<file path="src/rtl/ysyx22041405_lsu_ctrl_pkg.sv">
// Shared definitions for the load/store unit controller: access-size masks,
// FSM state encoding, error codes and small size/alignment helpers.
package ysyx22041405_lsu_ctrl_pkg;

  localparam logic [7:0] MASK_BYTE = 8'h01;
  localparam logic [7:0] MASK_HALF = 8'h03;
  localparam logic [7:0] MASK_WORD = 8'h0F;

  localparam logic [1:0] ERR_NONE     = 2'd0;
  localparam logic [1:0] ERR_MISALIGN = 2'd1;
  localparam logic [1:0] ERR_TIMEOUT  = 2'd2;

  typedef enum logic [1:0] {
    ST_IDLE = 2'd0,
    ST_REQ  = 2'd1,
    ST_WAIT = 2'd2,
    ST_DONE = 2'd3
  } lsu_state_e;

  // Any encoding other than BYTE/HALF behaves as WORD.
  function automatic logic is_misaligned(input logic [7:0] mask, input logic [1:0] off);
    if (mask == MASK_BYTE) return 1'b0;
    if (mask == MASK_HALF) return off[0];
    return off != 2'b00;
  endfunction

  function automatic logic [3:0] size_strb(input logic [7:0] mask);
    case (mask)
      MASK_BYTE: return 4'b0001;
      MASK_HALF: return 4'b0011;
      default:   return 4'b1111;
    endcase
  endfunction

endpackage

</file>
<file path="src/rtl/ysyx22041405_lsu_ctrl_ld_align.sv">
// Load data alignment: shifts the returned word down to the accessed byte lane,
// truncates to the access size and sign/zero-extends.
module ysyx22041405_ld_align
  import ysyx22041405_lsu_ctrl_pkg::*;
#(
  parameter int unsigned WIDTH = 32
) (
  input  logic [WIDTH-1:0] rdata,
  input  logic [1:0]       offset,
  input  logic [7:0]       mask,
  input  logic             ld_unsigned,
  output logic [WIDTH-1:0] data
);

  logic [WIDTH-1:0] shifted;

  always_comb begin
    shifted = rdata >> {offset, 3'b000};
    data    = shifted;
    case (mask)
      MASK_BYTE: data = {{(WIDTH-8){~ld_unsigned & shifted[7]}}, shifted[7:0]};
      MASK_HALF: data = {{(WIDTH-16){~ld_unsigned & shifted[15]}}, shifted[15:0]};
      default:   data = shifted;
    endcase
  end

endmodule

</file>
<file path="src/rtl/ysyx22041405_lsu_ctrl.sv">
// Load/store unit controller: accepts one EXU access at a time, issues it to the
// data memory, waits for the response under a watchdog and writes the result back.
module ysyx22041405_lsu_ctrl
  import ysyx22041405_lsu_ctrl_pkg::*;
#(
  parameter int unsigned WIDTH      = 32,
  parameter int unsigned TMO_CYCLES = 255
) (
  input  logic             clk,
  input  logic             rst_n,
  input  logic             ls_valid,
  output logic             ls_ready,
  input  logic             ls_wen,
  input  logic [WIDTH-1:0] ls_addr,
  input  logic [WIDTH-1:0] ls_wdata,
  input  logic [7:0]       ls_mask,
  input  logic             ls_unsigned,
  input  logic [4:0]       ls_rd,
  output logic             dm_req_valid,
  input  logic             dm_req_ready,
  output logic [WIDTH-1:0] dm_req_addr,
  output logic             dm_req_wen,
  output logic [WIDTH-1:0] dm_req_wdata,
  output logic [3:0]       dm_req_wstrb,
  input  logic             dm_resp_valid,
  input  logic [WIDTH-1:0] dm_resp_rdata,
  output logic             wb_valid,
  output logic [4:0]       wb_rd,
  output logic [WIDTH-1:0] wb_data,
  output logic             wb_wen,
  output logic             ls_err,
  output logic [1:0]       ls_err_code
);

  localparam logic [7:0] TMO_LAST = 8'(TMO_CYCLES - 1);

  lsu_state_e       state_q, state_d;
  logic [7:0]       wdog_q, wdog_d;
  logic [WIDTH-1:0] addr_q, addr_d;
  logic [WIDTH-1:0] wdata_q, wdata_d;
  logic [3:0]       wstrb_q, wstrb_d;
  logic             wen_q, wen_d;
  logic             uns_q, uns_d;
  logic [1:0]       off_q, off_d;
  logic [7:0]       mask_q, mask_d;
  logic [4:0]       rd_q, rd_d;
  logic [WIDTH-1:0] data_q, data_d;
  logic             err_q, err_d;
  logic [1:0]       err_code_q, err_code_d;
  logic [WIDTH-1:0] ld_data_c;

  ysyx22041405_ld_align #(.WIDTH(WIDTH)) u_ld_align (
    .rdata       (dm_resp_rdata),
    .offset      (off_q),
    .mask        (mask_q),
    .ld_unsigned (uns_q),
    .data        (ld_data_c)
  );

  // Next-state and request/writeback payload computation.
  always_comb begin
    state_d    = state_q;
    wdog_d     = wdog_q;
    addr_d     = addr_q;
    wdata_d    = wdata_q;
    wstrb_d    = wstrb_q;
    wen_d      = wen_q;
    uns_d      = uns_q;
    off_d      = off_q;
    mask_d     = mask_q;
    rd_d       = rd_q;
    data_d     = data_q;
    err_d      = 1'b0;
    err_code_d = ERR_NONE;

    case (state_q)
      ST_IDLE: begin
        if (ls_valid) begin
          addr_d  = {ls_addr[WIDTH-1:2], 2'b00};
          wdata_d = WIDTH'(ls_wdata << {ls_addr[1:0], 3'b000});
          wstrb_d = ls_wen ? 4'(size_strb(ls_mask) << ls_addr[1:0]) : 4'b0000;
          wen_d   = ls_wen;
          uns_d   = ls_unsigned;
          off_d   = ls_addr[1:0];
          mask_d  = ls_mask;
          rd_d    = ls_rd;
          data_d  = '0;
          if (is_misaligned(ls_mask, ls_addr[1:0])) begin
            err_d      = 1'b1;
            err_code_d = ERR_MISALIGN;
          end else begin
            state_d = ST_REQ;
          end
        end
      end
      ST_REQ: begin
        // A response arriving alongside the handshake belongs to no request yet.
        if (dm_req_ready) begin
          state_d = ST_WAIT;
          wdog_d  = '0;
        end
      end
      ST_WAIT: begin
        if (dm_resp_valid) begin
          data_d  = wen_q ? '0 : ld_data_c;
          state_d = ST_DONE;
        end else if (wdog_q == TMO_LAST) begin
          err_d      = 1'b1;
          err_code_d = ERR_TIMEOUT;
          wdog_d     = '0;
          state_d    = ST_IDLE;
        end else begin
          wdog_d = wdog_q + 8'd1;
        end
      end
      ST_DONE: state_d = ST_IDLE;
      default: state_d = ST_IDLE;
    endcase
  end

  always_ff @(posedge clk) begin
    if (!rst_n) begin
      state_q    <= ST_IDLE;
      wdog_q     <= '0;
      addr_q     <= '0;
      wdata_q    <= '0;
      wstrb_q    <= '0;
      wen_q      <= 1'b0;
      uns_q      <= 1'b0;
      off_q      <= '0;
      mask_q     <= '0;
      rd_q       <= '0;
      data_q     <= '0;
      err_q      <= 1'b0;
      err_code_q <= ERR_NONE;
    end else begin
      state_q    <= state_d;
      wdog_q     <= wdog_d;
      addr_q     <= addr_d;
      wdata_q    <= wdata_d;
      wstrb_q    <= wstrb_d;
      wen_q      <= wen_d;
      uns_q      <= uns_d;
      off_q      <= off_d;
      mask_q     <= mask_d;
      rd_q       <= rd_d;
      data_q     <= data_d;
      err_q      <= err_d;
      err_code_q <= err_code_d;
    end
  end

  // Outputs decode the registered state; payloads read as zero when not presented.
  assign ls_ready     = (state_q == ST_IDLE);
  assign dm_req_valid = (state_q == ST_REQ);
  assign dm_req_addr  = dm_req_valid ? addr_q : '0;
  assign dm_req_wen   = dm_req_valid & wen_q;
  assign dm_req_wdata = dm_req_valid ? wdata_q : '0;
  assign dm_req_wstrb = dm_req_valid ? wstrb_q : 4'b0000;
  assign wb_valid     = (state_q == ST_DONE);
  assign wb_rd        = wb_valid ? rd_q : 5'd0;
  assign wb_data      = wb_valid ? data_q : '0;
  assign wb_wen       = wb_valid & ~wen_q;
  assign ls_err       = err_q;
  assign ls_err_code  = err_code_q;

endmodule

</file>
<file path="config.mk">
export PLATFORM = sky130hd
export DESIGN_NAME = ysyx22041405_lsu_ctrl
export DESIGN_NICKNAME = d
export VERILOG_FILES = /design/src/rtl/ysyx22041405_lsu_ctrl_pkg.sv /design/src/rtl/ysyx22041405_lsu_ctrl_ld_align.sv /design/src/rtl/ysyx22041405_lsu_ctrl.sv
export SDC_FILE = /design/constraint.sdc
export NUM_CORES = 1
export LEC_CHECK = 0
export ABC_AREA = 1
export CORE_MARGIN = 3
export CORE_UTILIZATION = 40
export DETAILED_ROUTE_END_ITERATION = 10
export GPL_TIMING_DRIVEN = 0
export PLACE_DENSITY = 0.71
export SYNTH_ARGS = -nofsm -noshare
export SYNTH_HDL_FRONTEND = slang
export SYNTH_SLANG_ARGS = --single-unit
export TNS_END_PERCENT = 50
</file>
<file path="constraint.sdc">
create_clock -name clk -period 1.8 [get_ports clk]
set_input_delay 0.36 -clock clk [delete_from_list [all_inputs] [get_ports clk]]
set_output_delay 0.36 -clock clk [all_outputs]
set_load 0.02 [all_outputs]
</file>
; After elaboration in Yosys (flattened, before gate mapping)
; Cells that the tools add are included.
[classes]
shift = 3
n_addsub = 1
muxes = 47
reduce_logical = 8
n_eq_ne = 14
bitwise = 6
[op_table]
columns = operator, count
row1 = 32-bit 2-to-1 mux, 6
row2 = 32-bit one-hot mux with 2 select lines, 2
row3 = 32-bit by 5-bit left shift with 32-bit output, 1
row4 = 32-bit by 5-bit right shift with 32-bit output, 1
row5 = 8-bit 2-to-1 mux, 3
row6 = 1-bit 2-to-1 mux, 19
row7 = "8-bit by 1-bit == test with 1-bit output, second input constant", 2
row8 = "8-bit by 2-bit == test with 1-bit output, second input constant", 2
row9 = 4-bit 2-to-1 mux, 4
row10 = 8-bit one-hot mux with 2 select lines, 1
row11 = 2-bit 2-to-1 mux, 7
row12 = "8-bit by 1-bit adder with 8-bit output, second input constant", 1
row13 = "8-bit == test, second input constant", 1
row14 = "2-bit != test, second input constant", 4
row15 = 2-bit one-hot mux with 4 select lines, 1
row16 = 4-bit one-hot mux with 2 select lines, 1
row17 = 3-bit AND reduction, 2
row18 = 2-bit nonzero test, 3
row19 = 5-bit 2-to-1 mux, 1
row20 = 1-bit AND, 4
row21 = "2-bit == test, second input constant", 2
row22 = 2-bit one-hot mux with 2 select lines, 1
row23 = 4-bit AND reduction, 1
row24 = 4-bit by 2-bit left shift with 4-bit output, 1
row25 = 7 further kinds, 8
[word_totals]
regBits = 128
output_inout_bits = 113
word_cells = 92
input_bits = 116

; Longest topological paths before layout
; Gate-level depths: netlist (run 1).
[depth]
depth_word = 14
mapped_depth = 11
depth_no_buf = 11

; Cells and area by module
; A second synthesis (run 1) with hierarchy kept.
[hier_totals]
hier_cells = 1092
area_unflattened_um2 = 6965.4
[by_module_without_submodules]
columns = module, cells_per_inst, n_inst, area_per_inst_um2, seq_area_each_um2
row1 = ysyx22041405_lsu_ctrl, 886, 1, 5987.0, 2562.5
row2 = ysyx22041405_ld_align, 206, 1, 978.4, 0.0

; Least setup slack after synthesis (run 1)
; OpenSTA, ideal clock, no wires.
[synth_path]
path_type = register -> output
from = register state_q[0]
to = output port wb_data[22]
setup_slack_ps = 158
path_stages_with_launch = 5
path_buffers = 2
required_time_ps = 1440
arrival_ps = 1282
cell_sequence = dfxtp_1 -> nand2_1 -> clkbuf_1 -> clkbuf_1 -> nor2_1
[synth_between]
elab_chain_len = 2
[synth_rtl]
columns = item, line
row1 = "start, declared", ysyx22041405_lsu_ctrl.sv:37  ; lsu_state_e state_q, state_d;
row2 = "start signal, assigned", ysyx22041405_lsu_ctrl.sv:137  ; state_q <= state_d;
row3 = 2-bit == test, ysyx22041405_lsu_ctrl.sv:160  ; assign wb_valid = (state_q == ST_DONE);
row4 = 32-bit 2-to-1 mux, ysyx22041405_lsu_ctrl.sv:162  ; assign wb_data = wb_valid ? data_q : '0;
row5 = "end, declared", ysyx22041405_lsu_ctrl.sv:29  ; output logic [WIDTH-1:0] wb_data,
; No other way between the ends.

; Final worst setup path (run 1)
[layout_path]
from = register state_q[1]
to = output port dm_req_wdata[21]
[layout_between]
elab_chain_len = 2
[layout_rtl]
columns = item, line
row1 = 2-bit by 1-bit == test with 1-bit output, ysyx22041405_lsu_ctrl.sv:155  ; assign dm_req_valid = (state_q == ST_REQ);
row2 = 32-bit 2-to-1 mux, ysyx22041405_lsu_ctrl.sv:158  ; assign dm_req_wdata = dm_req_valid ? wdata_q : '0;
row3 = "end, declared", ysyx22041405_lsu_ctrl.sv:23  ; output logic [WIDTH-1:0] dm_req_wdata,
; No other way between the ends.

==> results.yml, run 1 <==
outcome:
  status: "finished with violations"
  violations: "setup timing"
floorplan:
  fp.dieW_um: 135
  row_count: 46
  die_area_um2: 18300
  die_y_um: 135
  ios: 229
  core_area_um2: 16100
  start_util_pct: 41.4
clocking:
  clock_tree.buffer_depth: 2
  cts_root_buffer: "clkbuf_16"
  cts_made_buffers: 17
  cts_tree: "done"
  numClockSinks: 128
  clock_latency_ns: 0.43
  htreeDepth: 4
  postCtsHoldBufs: 0
  clk_pin_slew_ns: 0.06
setup_path:
  arrival_ns: 1.51
  crit_top_cell: "buf_12"
  reg2reg_depth: 7
  reg2reg_from: "state_q[1]"
  critPathMaxFanout: 10
  critPathBufInv: 4
  rrSetupSlack_ns: 0.03
  crit_end: "dm_req_wdata[21]"
  cp_num_cells: 6
  max_stage_delay_ns: 0.37
  start_kind: "register"
  cp_top_family: "buffers and inverters"
  path_class: "register to output pin"
  cp-end-kind: "output pin"
  slowest_stage: "dfxtp_4"
  critPathLaunch: "state_q[1]"
  timing.rr.end: "wdata_q[19]"
  crit_chain: "inv_6 -> nand2_8 -> buf_12 -> buf_12 -> nor2_4 -> buf_6"
  cp.required_ns: 1.44
timing:
  hold_ws_ns: 0.419
  rsz0062_at_grt: "yes"
  finalCriticalPeriod_ns: 1.87
  skew_ns: 0.00924
  layout_setup_ws_ns: -0.0739
  fmax_ghz: 0.534
  fin_crit_sh_pct: 104
  setup_viol: 31
  hold_viol: 0
  relSlewSlack_pct: 60.6
  worst_pin_slew_ns: 0.591
  slew_viol_final: 0
synthesis:
  ys_seq_area_share_pct: 38.4
  synth_cell_types: 33
  ys_ff_latch: 128
  synth_top_cell_by_area: "dfxtp_1"
  avgSynthCellArea_um2: 6.27
  syn_area_um2: 6680
  syn_inst: 1065
  yosysTopAreaCellShare_pct: 38.4
  yosys_warnings: 0
  synthTopCellsByArea: "dfxtp_1 38%, nand2_1 11%, nor2_1 11%, inv_1 9.5%, a21oi_1 8.5%"
grt:
  grt_pass1_vias: 6897
  grt.total_usage_pct: 23.7
  antenna_found_initial: 1
  grt_max_degree: 17
  overflow: 0
  grt_pass1_wl_um: 34700
cells_and_area:
  area_growth_pct: 53.1
  diodes: 0
  drive_gt1_share_pct: 19.8
  fillers: 1536
  fin_nets: 1442
  final_cell_mix: "202 x nand2_1, 168 x inv_1, 160 x nor2_1, 126 x dfxtp_1, 117 x clkdlybuf4s50_1"
  final_common_cell: "nand2_1"
pwr:
  p_leak_uw: 0.00420
  peakVddDrop_mv: 0.698
  p_per_area_nw_per_um2: 840
  fin_total_pwr_uw: 8580
drt:
  wl_per_cell_um: 14.8
  dr_total_vias: 7542
  via_per_inst: 4.86
  final_antenna_net_count: 0
  drc_errors: 0
  dr.pass1.iters: 5
  finalWirelength_um: 23000
  initialDrtViolationCount: 568
placement:
  port_buffers: 225
  place_congestion: 0.918
  place_hpwl_um: 16800
min_path:
  hold_depth: 4
  hp-class: "primary input to register"
flow_run:
  maxCapViolations: 0
==> how the worst min path moves through the flow <==
stage / startpoint / end / slack [ns]
2_1_floorplan: addr_q[28] / addr_q[28] / 0.43
3_3_place_gp: addr_q[7] / addr_q[7] / 0.44
3_5_place_dp: addr_q[22] / addr_q[22] / 0.44
4_1_cts: ls_addr[0] / wstrb_q[0] / 0.40
5_1_grt: ls_addr[0] / wstrb_q[0] / 0.45
6_report: ls_addr[0] / wstrb_q[0] / 0.42
==> what timing repair did <==
| action | CTS | global route |
|---|---|---|
| pin swaps | 1 | 3 |
| resized for setup | 493 | 174 |
| setup buffers | 3 | 8 |
| setup endpoints to repair | 108 | 173 |
| cloned | 0 | 3 |
==> state kept, by name (all words and copies together), names as in the netlist <==
name / cells
data_q: 32
wdata_q: 32
addr_q: 30
mask_q: 8
wdog_q: 8
rd_q: 5
wstrb_q: 4
ls_err_code: 2
off_q: 2
state_q: 2
ls_err: 1
uns_q: 1
wen_q: 1
==> layer usage <==
metal  track usage, %  vias up  part of all wire [%]
met3             6.24       35                   6.9
met2             37.2      260                    46
met4             7.73        2                   1.6
met1             32.0     3418                    45
li1                 -     3827                     -
met5                0        -                 0.056
==> stage by stage <==
stage	instances	util [%]	setup TNS [ns]	setup slack [ns]	instance area, um^2
after global routing	1553	63.4	-2.87	-0.120	10200
after CTS	1542	60.6	-3.06	-0.103	9770
after floorplan	1066	-	0	0.158	6680
after global placement	1507	57.1	-66.45	-0.687	9200
final	1553	63.4	-1.09	-0.0739	10200
after detailed placement	1507	57.1	-70.03	-0.733	9200
==> report_power, final <==
| group | switching [uW] | internal (uW) |
|---|---|---|
| logic | 914 | 642 |
| registers | 72.0 | 3000 |
| clock network | 1340 | 2620 |
==> synthesized netlist by cell type <==
master    instances
o21ai_1           2
nand4_1           3
dfxtp_1         128
nor3_4            1
nor3_1            6
o211ai_1         18
o21ai_2           1
nand2_2           5
nand3_1          18
buf_1             6
nor2_1          202
a211oi_1          1
buf_6             2
nand2_1         203
ha_1              2
nand3_2           2
or2_2             3
buf_2            25
or2_0             1
or2_1             1
and3_1            1
o21ai_0          86
a31oi_1          15
conb_1            1
clkbuf_1         31
buf_4             3
inv_1           169
a22oi_1           7
nand3_4           1
a21oi_1         113
inv_2             4
nor2_4            3
nor2_2            1
==> cells by family (layout without fill, tap and decap cells) <==
kind of cell	count (synthesis)	after routing	synth area share, %
AO/OA/AOI/OAI	243	243	19.5
other	1	2	0.0562
AND/OR/NAND/NOR	451	451	27.3
buffers and inverters	240	511	14.4
flip-flops	128	128	38.4
adder cells (fa/ha/maj)	2	2	0.375
==> cell type report <==
class | instances | area [um^2] | area share, %
sequential | 128 | 2570 | 25.2
clock inverter | 11 | 199 | 1.95
inverter | 173 | 659 | 6.45
multi-input combinational | 698 | 3450 | 33.7
timing repair buffer | 239 | 2160 | 21.1
tap | 216 | 270 | 2.65
buffer | 67 | 432 | 4.22
clock buffer | 21 | 480 | 4.70
==> worst register-to-register path: stages, from the launching register on <==
cell,delay [ns]
dfxtp_4,0.37
buf_4,0.15
nor2_4,0.16
nand2_4,0.13
nor2_1,0.24
clkbuf_4,0.27
o211ai_1,0.15
a31oi_1,0.20
Note: power is estimated with default switching activity, not from simulation.
==> run 2: changes to the inputs <==
--- a/config.mk
+++ b/config.mk
@@ -5,12 +5,11 @@
 export SDC_FILE = /design/constraint.sdc
 export NUM_CORES = 1
 export LEC_CHECK = 0
-export ABC_AREA = 1
 export CORE_MARGIN = 3
 export CORE_UTILIZATION = 40
 export DETAILED_ROUTE_END_ITERATION = 10
 export GPL_TIMING_DRIVEN = 0
-export PLACE_DENSITY = 0.71
+export PLACE_DENSITY = 0.72
 export SYNTH_ARGS = -nofsm -noshare
 export SYNTH_HDL_FRONTEND = slang
 export SYNTH_SLANG_ARGS = --single-unit
==> run 2 against run 1 <==
The flow still finishes with violations (setup timing). Non-clock buffer count increased by 28. Combinational power shrank 16%. Design area rose by 4.9%. Cell count down 18%. Die area fell by 4.0%. Sequential share of layout area down 1.2 points. Largest cell class unchanged. Largest power group unchanged.
==> results.yml, run 2 <==
cells_and_area:
  area_growth_pct: 67.5
  fin_cells: 1275
  reg_top3: "data_q x32, wdata_q x32, addr_q x30"
  drive_gt1_share_pct: 35.0
  fin_area_um2: 10700
  final_cell_mix: "127 x nand2_1, 123 x dfxtp_1, 120 x buf_6, 116 x clkdlybuf4s50_1, 83 x a21oi_1"
  final_common_cell: "nand2_1"
  fin_nets: 1170
  diodes: 0
grt:
  overflow: 0
  grt_pass1_vias: 6367
  grt_pass1_wl_um: 35700
  grt.total_usage_pct: 25.6
  grt_max_degree: 17
  antenna_found_initial: 0
clocking:
  clk_pin_slew_ns: 0.06
  clock_latency_ns: 0.42
  cts_tree: "done"
  htreeDepth: 4
  cts_root_buffer: "clkbuf_16"
  cts_made_buffers: 17
  numClockSinks: 128
  postCtsHoldBufs: 0
  clock_tree.buffer_depth: 2
placement:
  place_area_um2: 8930
  place_ws_ns: -1.18
  place_congestion: 0.912
  place_hpwl_um: 16700
  dp.cells: 1206
  port_buffers: 225
timing:
  fin_setup_tns_ns: -19.42
  slew_viol_final: 0
  skew_ns: 0.00735
  relSlewSlack_pct: 57.3
  layout_setup_ws_ns: -0.271
  rsz0062_at_grt: "yes"
  worst_pin_slew_ns: 0.640
  hold_viol: 0
  setup_viol: 109
  fmax_ghz: 0.483
  finalCriticalPeriod_ns: 2.07
  fin_crit_sh_pct: 115
synthesis:
  synthTopCellsByArea: "dfxtp_1 40%, nand2_1 7.5%, and2_1 6.8%, a21oi_1 6.5%, mux2_2 4.6%"
  avgSynthCellArea_um2: 8.32
  synth_top_family_by_area: "simple AND/OR/NAND/NOR gates"
  syn_area_um2: 6400
  synth_cell_types: 56
  ys_top_cells_by_count: "128 x dfxtp_1, 127 x nand2_1, 83 x a21oi_1, 70 x and2_1, 52 x clkbuf_1"
  ys_ff_latch: 128
  synth_edf_count: 0
  ys_seq_area_share_pct: 40.1
  yosys_warnings: 0
  synth_top_cell_by_area: "dfxtp_1"
  syn_inst: 769
  synth_compound_area_share_pct: 16.4
  async_flop_share_pct: 0
  synthXorXnorAreaFrac_pct: 0.958
  yosysMostFrequentCell: "dfxtp_1"
  ys.flop_type: "dfxtp_1"
  synth.area.mux_share_pct: 9.70
  synth_fa_ha_area_share_pct: 0.391
  yosysTopAreaCellShare_pct: 40.1
  synthSimpleGateAreaFrac_pct: 27.4
drt:
  finalWirelength_um: 24900
  dr.pass1.iters: 5
  final_antenna_net_count: 0
  drc_errors: 0
  dr_total_vias: 6928
  initialDrtViolationCount: 489
  via_per_inst: 5.43
  wl_per_cell_um: 19.5
floorplan:
  ios: 229
  die_y_um: 132
  row_count: 45
  die_area_um2: 17500
  core_area_um2: 15400
  fp.dieW_um: 132
  start_util_pct: 41.5
setup_path:
  cp.required_ns: 1.44
  crit_chain: "buf_8 -> nor2b_4 -> buf_6 -> buf_12 -> clkbuf_16 -> and2_4 -> buf_6"
  critPathMaxFanout: 7
  slowest_stage: "dfxtp_2"
  critPathBufInv: 5
  cp_top_family: "buffers and inverters"
  start_kind: "register"
  arrival_ns: 1.71
  max_stage_delay_ns: 0.35
  cp-end-kind: "output pin"
  path_class: "register to output pin"
  crit_top_cell: "buf_6"
pwr:
  p_per_area_nw_per_um2: 717
  peakVddDrop_mv: 0.656
  p_leak_uw: 0.00445
  fin_total_pwr_uw: 7680
outcome:
  violations: "setup timing"
  status: "finished with violations"
min_path:
  hp-class: "register to register"
flow_run:
  maxCapViolations: 0
==> run 2: cell count changes after synthesis, sizes merged, moves of 13 or more <==
cell | previous run | this run
and3 | 1 | 37
clkbuf | 31 | 52
a31oi | 15 | 2
inv | 173 | 2
o21ai | 89 | 3
nor2 | 206 | 50
a21oi | 113 | 83
mux2i | 0 | 17
a221o | 0 | 17
and2 | 0 | 70
nand2 | 208 | 127
buf | 36 | 19
mux2 | 0 | 26
==> run 2: logic make-up (layout without fill, tap and decap cells) <==
group | count (synthesis) | count (layout)
fa+ha+maj | 2 | 2
buf+inv | 75 | 369
xor+xnor | 7 | 7
mux | 50 | 50
compound gates | 158 | 158
other cells | 1 | 2
flops | 128 | 128
simple gates | 348 | 348
==> run 2: report_power, final <==
group	switching [uW]	internal [uW]	leakage, uW	total (uW)
clock	1280	2060	0.000265	3330
combinational	650	661	0.00313	1310
sequential	72.3	2960	0.00105	3030
==> run 2: path summary, 6_finish.rpt <==
| kind | to | from | slack, ns | depth (start not counted) |
|---|---|---|---|---|
| worst min-delay path | addr_q[16] | addr_q[16] | 0.45 | 2 |
| worst min register to register | addr_q[16] | addr_q[16] | 0.45 | 2 |
| worst max register to register | data_q[28] | state_q[0] | 0 | 8 |
| worst max-delay path | dm_req_wdata[24] | state_q[0] | -0.27 | 7 |
==> run 2: area by class of cell <==
cell class	count	area, um^2
Fill cell	1223	4710
Multi-Input combinational cell	567	3910
Timing Repair Buffer	269	2830
Sequential cell	128	2570
Buffer	65	556
Clock buffer	21	450
Tap cell	211	264
Clock inverter	10	114
Inverter	4	15.0
==> run 2: what timing repair did <==
action | in CTS | in global routing
resized for setup | 664 | 237
endpoints found under the setup margin | 231 | 214
hold endpoints to repair | 0 | 0
setup buffers | 15 | 19
gates cloned | 5 | 7
pin swaps | 14 | 48
==> run 2: metrics by stage <==
stage	hold slack, ns	util (%)
after floorplan	0.427	-
after global placement	0.437	57.9
after detailed placement	0.442	57.9
after CTS	0.450	64.3
after global routing	0.470	69.5
final	0.450	69.5
==> run 2: worst reg2reg max path, stage by stage, from the launching register on <==
cell and delay (ns):
dfxtp_2 0.33, buf_4 0.13, buf_4 0.13, and4bb_4 0.36, buf_12 0.11, o211a_1 0.15, buf_6 0.10, nor2b_4 0.24
a221o_1 0.19
==> run 2: metal layers <==
metal / vias up / part of all wire (%) / track usage, %
li1: 3241 / - / -
met1: 3350 / 42 / 33.4
met2: 295 / 49 / 42.8
met3: 42 / 5.6 / 4.87
met4: 0 / 2.7 / 8.49
met5: - / 0 / 0
==> run 3: changes to the inputs <==
--- a/config.mk
+++ b/config.mk
@@ -5,11 +5,12 @@
 export SDC_FILE = /design/constraint.sdc
 export NUM_CORES = 1
 export LEC_CHECK = 0
+export CELL_PAD_IN_SITES_DETAIL_PLACEMENT = 0
+export CELL_PAD_IN_SITES_GLOBAL_PLACEMENT = 2
 export CORE_MARGIN = 3
-export CORE_UTILIZATION = 40
+export CORE_UTILIZATION = 25
 export DETAILED_ROUTE_END_ITERATION = 10
-export GPL_TIMING_DRIVEN = 0
-export PLACE_DENSITY = 0.72
+export PLACE_DENSITY = 0.79
 export SYNTH_ARGS = -nofsm -noshare
 export SYNTH_HDL_FRONTEND = slang
 export SYNTH_SLANG_ARGS = --single-unit
==> run 3 against run 2 <==
The flow still finishes with violations (setup timing). Cell count up 7.7%. Count of clock-buffer cells in the layout down 3. First-iteration DRC count down 35%. Largest power group unchanged.
==> results.yml, run 3 (synthesized netlist as in run 2, its figures left out) <==
setup_path:
  timing.rr.end: "data_q[20]"
  rrSetupSlack_ns: 0.05
  cp.required_ns: 1.44
  reg2reg_depth: 4
  arrival_ns: 1.49
  path_class: "register to output pin"
  reg2reg_from: "mask_q[4]"
  cp-end-kind: "output pin"
  critPathMaxFanout: 16
  start_kind: "register"
  critPathLaunch: "state_q[0]"
floorplan:
  core_area_um2: 24700
  row_count: 57
  start_util_pct: 25.9
  die_y_um: 166
  die_area_um2: 27500
  fp.dieW_um: 166
  ios: 229
min_path:
  hp-class: "register to register"
  hold_depth: 2
  min_from: "wdata_q[0]"
  worstHoldEndpoint: "wdata_q[0]"
clocking:
  cts_root_buffer: "clkbuf_16"
  cts_tree: "done"
  clock_tree.buffer_depth: 2
  cts_made_buffers: 17
  clk_pin_slew_ns: 0.06
  htreeDepth: 4
  numClockSinks: 128
  clock_latency_ns: 0.42
outcome:
  status: "finished with violations"
  violations: "setup timing"
timing:
  fin_setup_tns_ns: -2.04
  layout_setup_ws_ns: -0.0514
  finalCriticalPeriod_ns: 1.85
  fin_crit_sh_pct: 103
  setup_viol: 67
  rsz0062_at_grt: "yes"
  skew_ns: 0.00630
  relSlewSlack_pct: 60.0
  worst_pin_slew_ns: 0.599
  slew_viol_final: 0
  hold_ws_ns: 0.445
  hold_viol: 0
  fmax_ghz: 0.540
cells_and_area:
  final_cell_mix: "127 x nand2_1, 125 x dfxtp_1, 118 x clkdlybuf4s50_1, 98 x buf_4, 80 x a21oi_1"
  area_growth_pct: 63.5
  multi_input_area_um2: 3680
  seq_area_um2: 2570
  drive_gt1_share_pct: 30.7
  fillers: 2503
  final_common_cell: "nand2_1"
  fin_cells: 1373
  reg_top3: "data_q x32, wdata_q x32, addr_q x30"
  fin_nets: 1151
placement:
  place_ws_ns: -0.340
  port_buffers: 226
  place_congestion: 0.798
  dp.cells: 1331
  place_hpwl_um: 17400
drt:
  dr_total_vias: 6370
  final_antenna_net_count: 0
  via_per_inst: 4.64
  drc_errors: 0
  initialDrtViolationCount: 320
  wl_per_cell_um: 17.3
  finalWirelength_um: 23700
  dr.pass1.iters: 5
pwr:
  fin_total_pwr_uw: 8370
  p_per_area_nw_per_um2: 800
  peakVddDrop_mv: 0.453
  p_leak_uw: 0.00446
flow_run:
  maxCapViolations: 0
grt:
  overflow: 0
  antenna_found_initial: 4
  grt_max_degree: 33
  grt_pass1_vias: 6380
  grt_pass1_wl_um: 37200
  grt.total_usage_pct: 16.9
==> run 3: cell types whose count changed in the layout (fill, tap and decap cells not counted), sizes merged, moves of 3 or more <==
cell | before | now
clkbuf | 59 | 24
buf | 179 | 189
bufinv | 2 | 6
inv | 3 | 7
clkinvlp | 4 | 1
diode | 0 | 3
==> run 3: worst max-delay path, stage by stage (launching register included) <==
cell     delay [ns]
dfxtp_2        0.34
nor2b_4        0.16
buf_4          0.14
buf_12         0.13
and2_4         0.15
buf_4          0.14
==> run 3: cell type report <==
| type | count | share of cell area, % |
|---|---|---|
| Multi-Input combinational cell | 567 | 35.2 |
| Clock inverter | 14 | 2.40 |
| Clock buffer | 18 | 4.20 |
| Antenna cell | 3 | 0.0718 |
| Timing Repair Buffer | 315 | 29.6 |
| Tap cell | 324 | 3.87 |
| Inverter | 4 | 0.155 |
| Sequential cell | 128 | 24.6 |
==> run 3: metal layers <==
metal  vias to the layer above  track usage, %  routed length [um]
met5                         -               0                   8
met4                         2            5.46                 430
met3                        22            3.74                1130
met2                       144            28.0               11500
met1                      2996            21.9               10700
li1                       3206               -                   -
==> run 3: how the worst max path moves through the flow <==
| stage | slack, ns | end |
|---|---|---|
| after floorplan | -0.02 | data_q[24] |
| after global placement | -0.32 | data_q[14] |
| after detailed placement | -0.34 | data_q[12] |
| after CTS | -0.09 | dm_req_wdata[17] |
| after global routing | -0.13 | dm_req_addr[22] |
| final | -0.05 | dm_req_wdata[12] |
==> run 3: what timing repair did <==
action / 4_1_cts / 5_1_grt
pin swaps: 2 / 6
gates resized for setup: 511 / 54
setup buffers: 3 / 3
gates cloned: 1 / 0
setup endpoints to repair: 126 / 169
hold buffers: 0 / 0
==> run 3: report_power, final <==
group	internal [uW]	leakage (uW)	total, uW	switching, uW
sequential	2960	0.00105	3020	65.4
combinational	668	0.00308	1260	594
clock	2670	0.000334	4080	1420
==> run 3: through the flow <==
step / area [um^2] / utilization [%]
after floorplan: 6410 / -
after global placement: 9570 / 38.7
after detailed placement: 9570 / 38.7
after CTS: 10300 / 41.6
after global routing: 10500 / 42.3
final: 10500 / 42.3
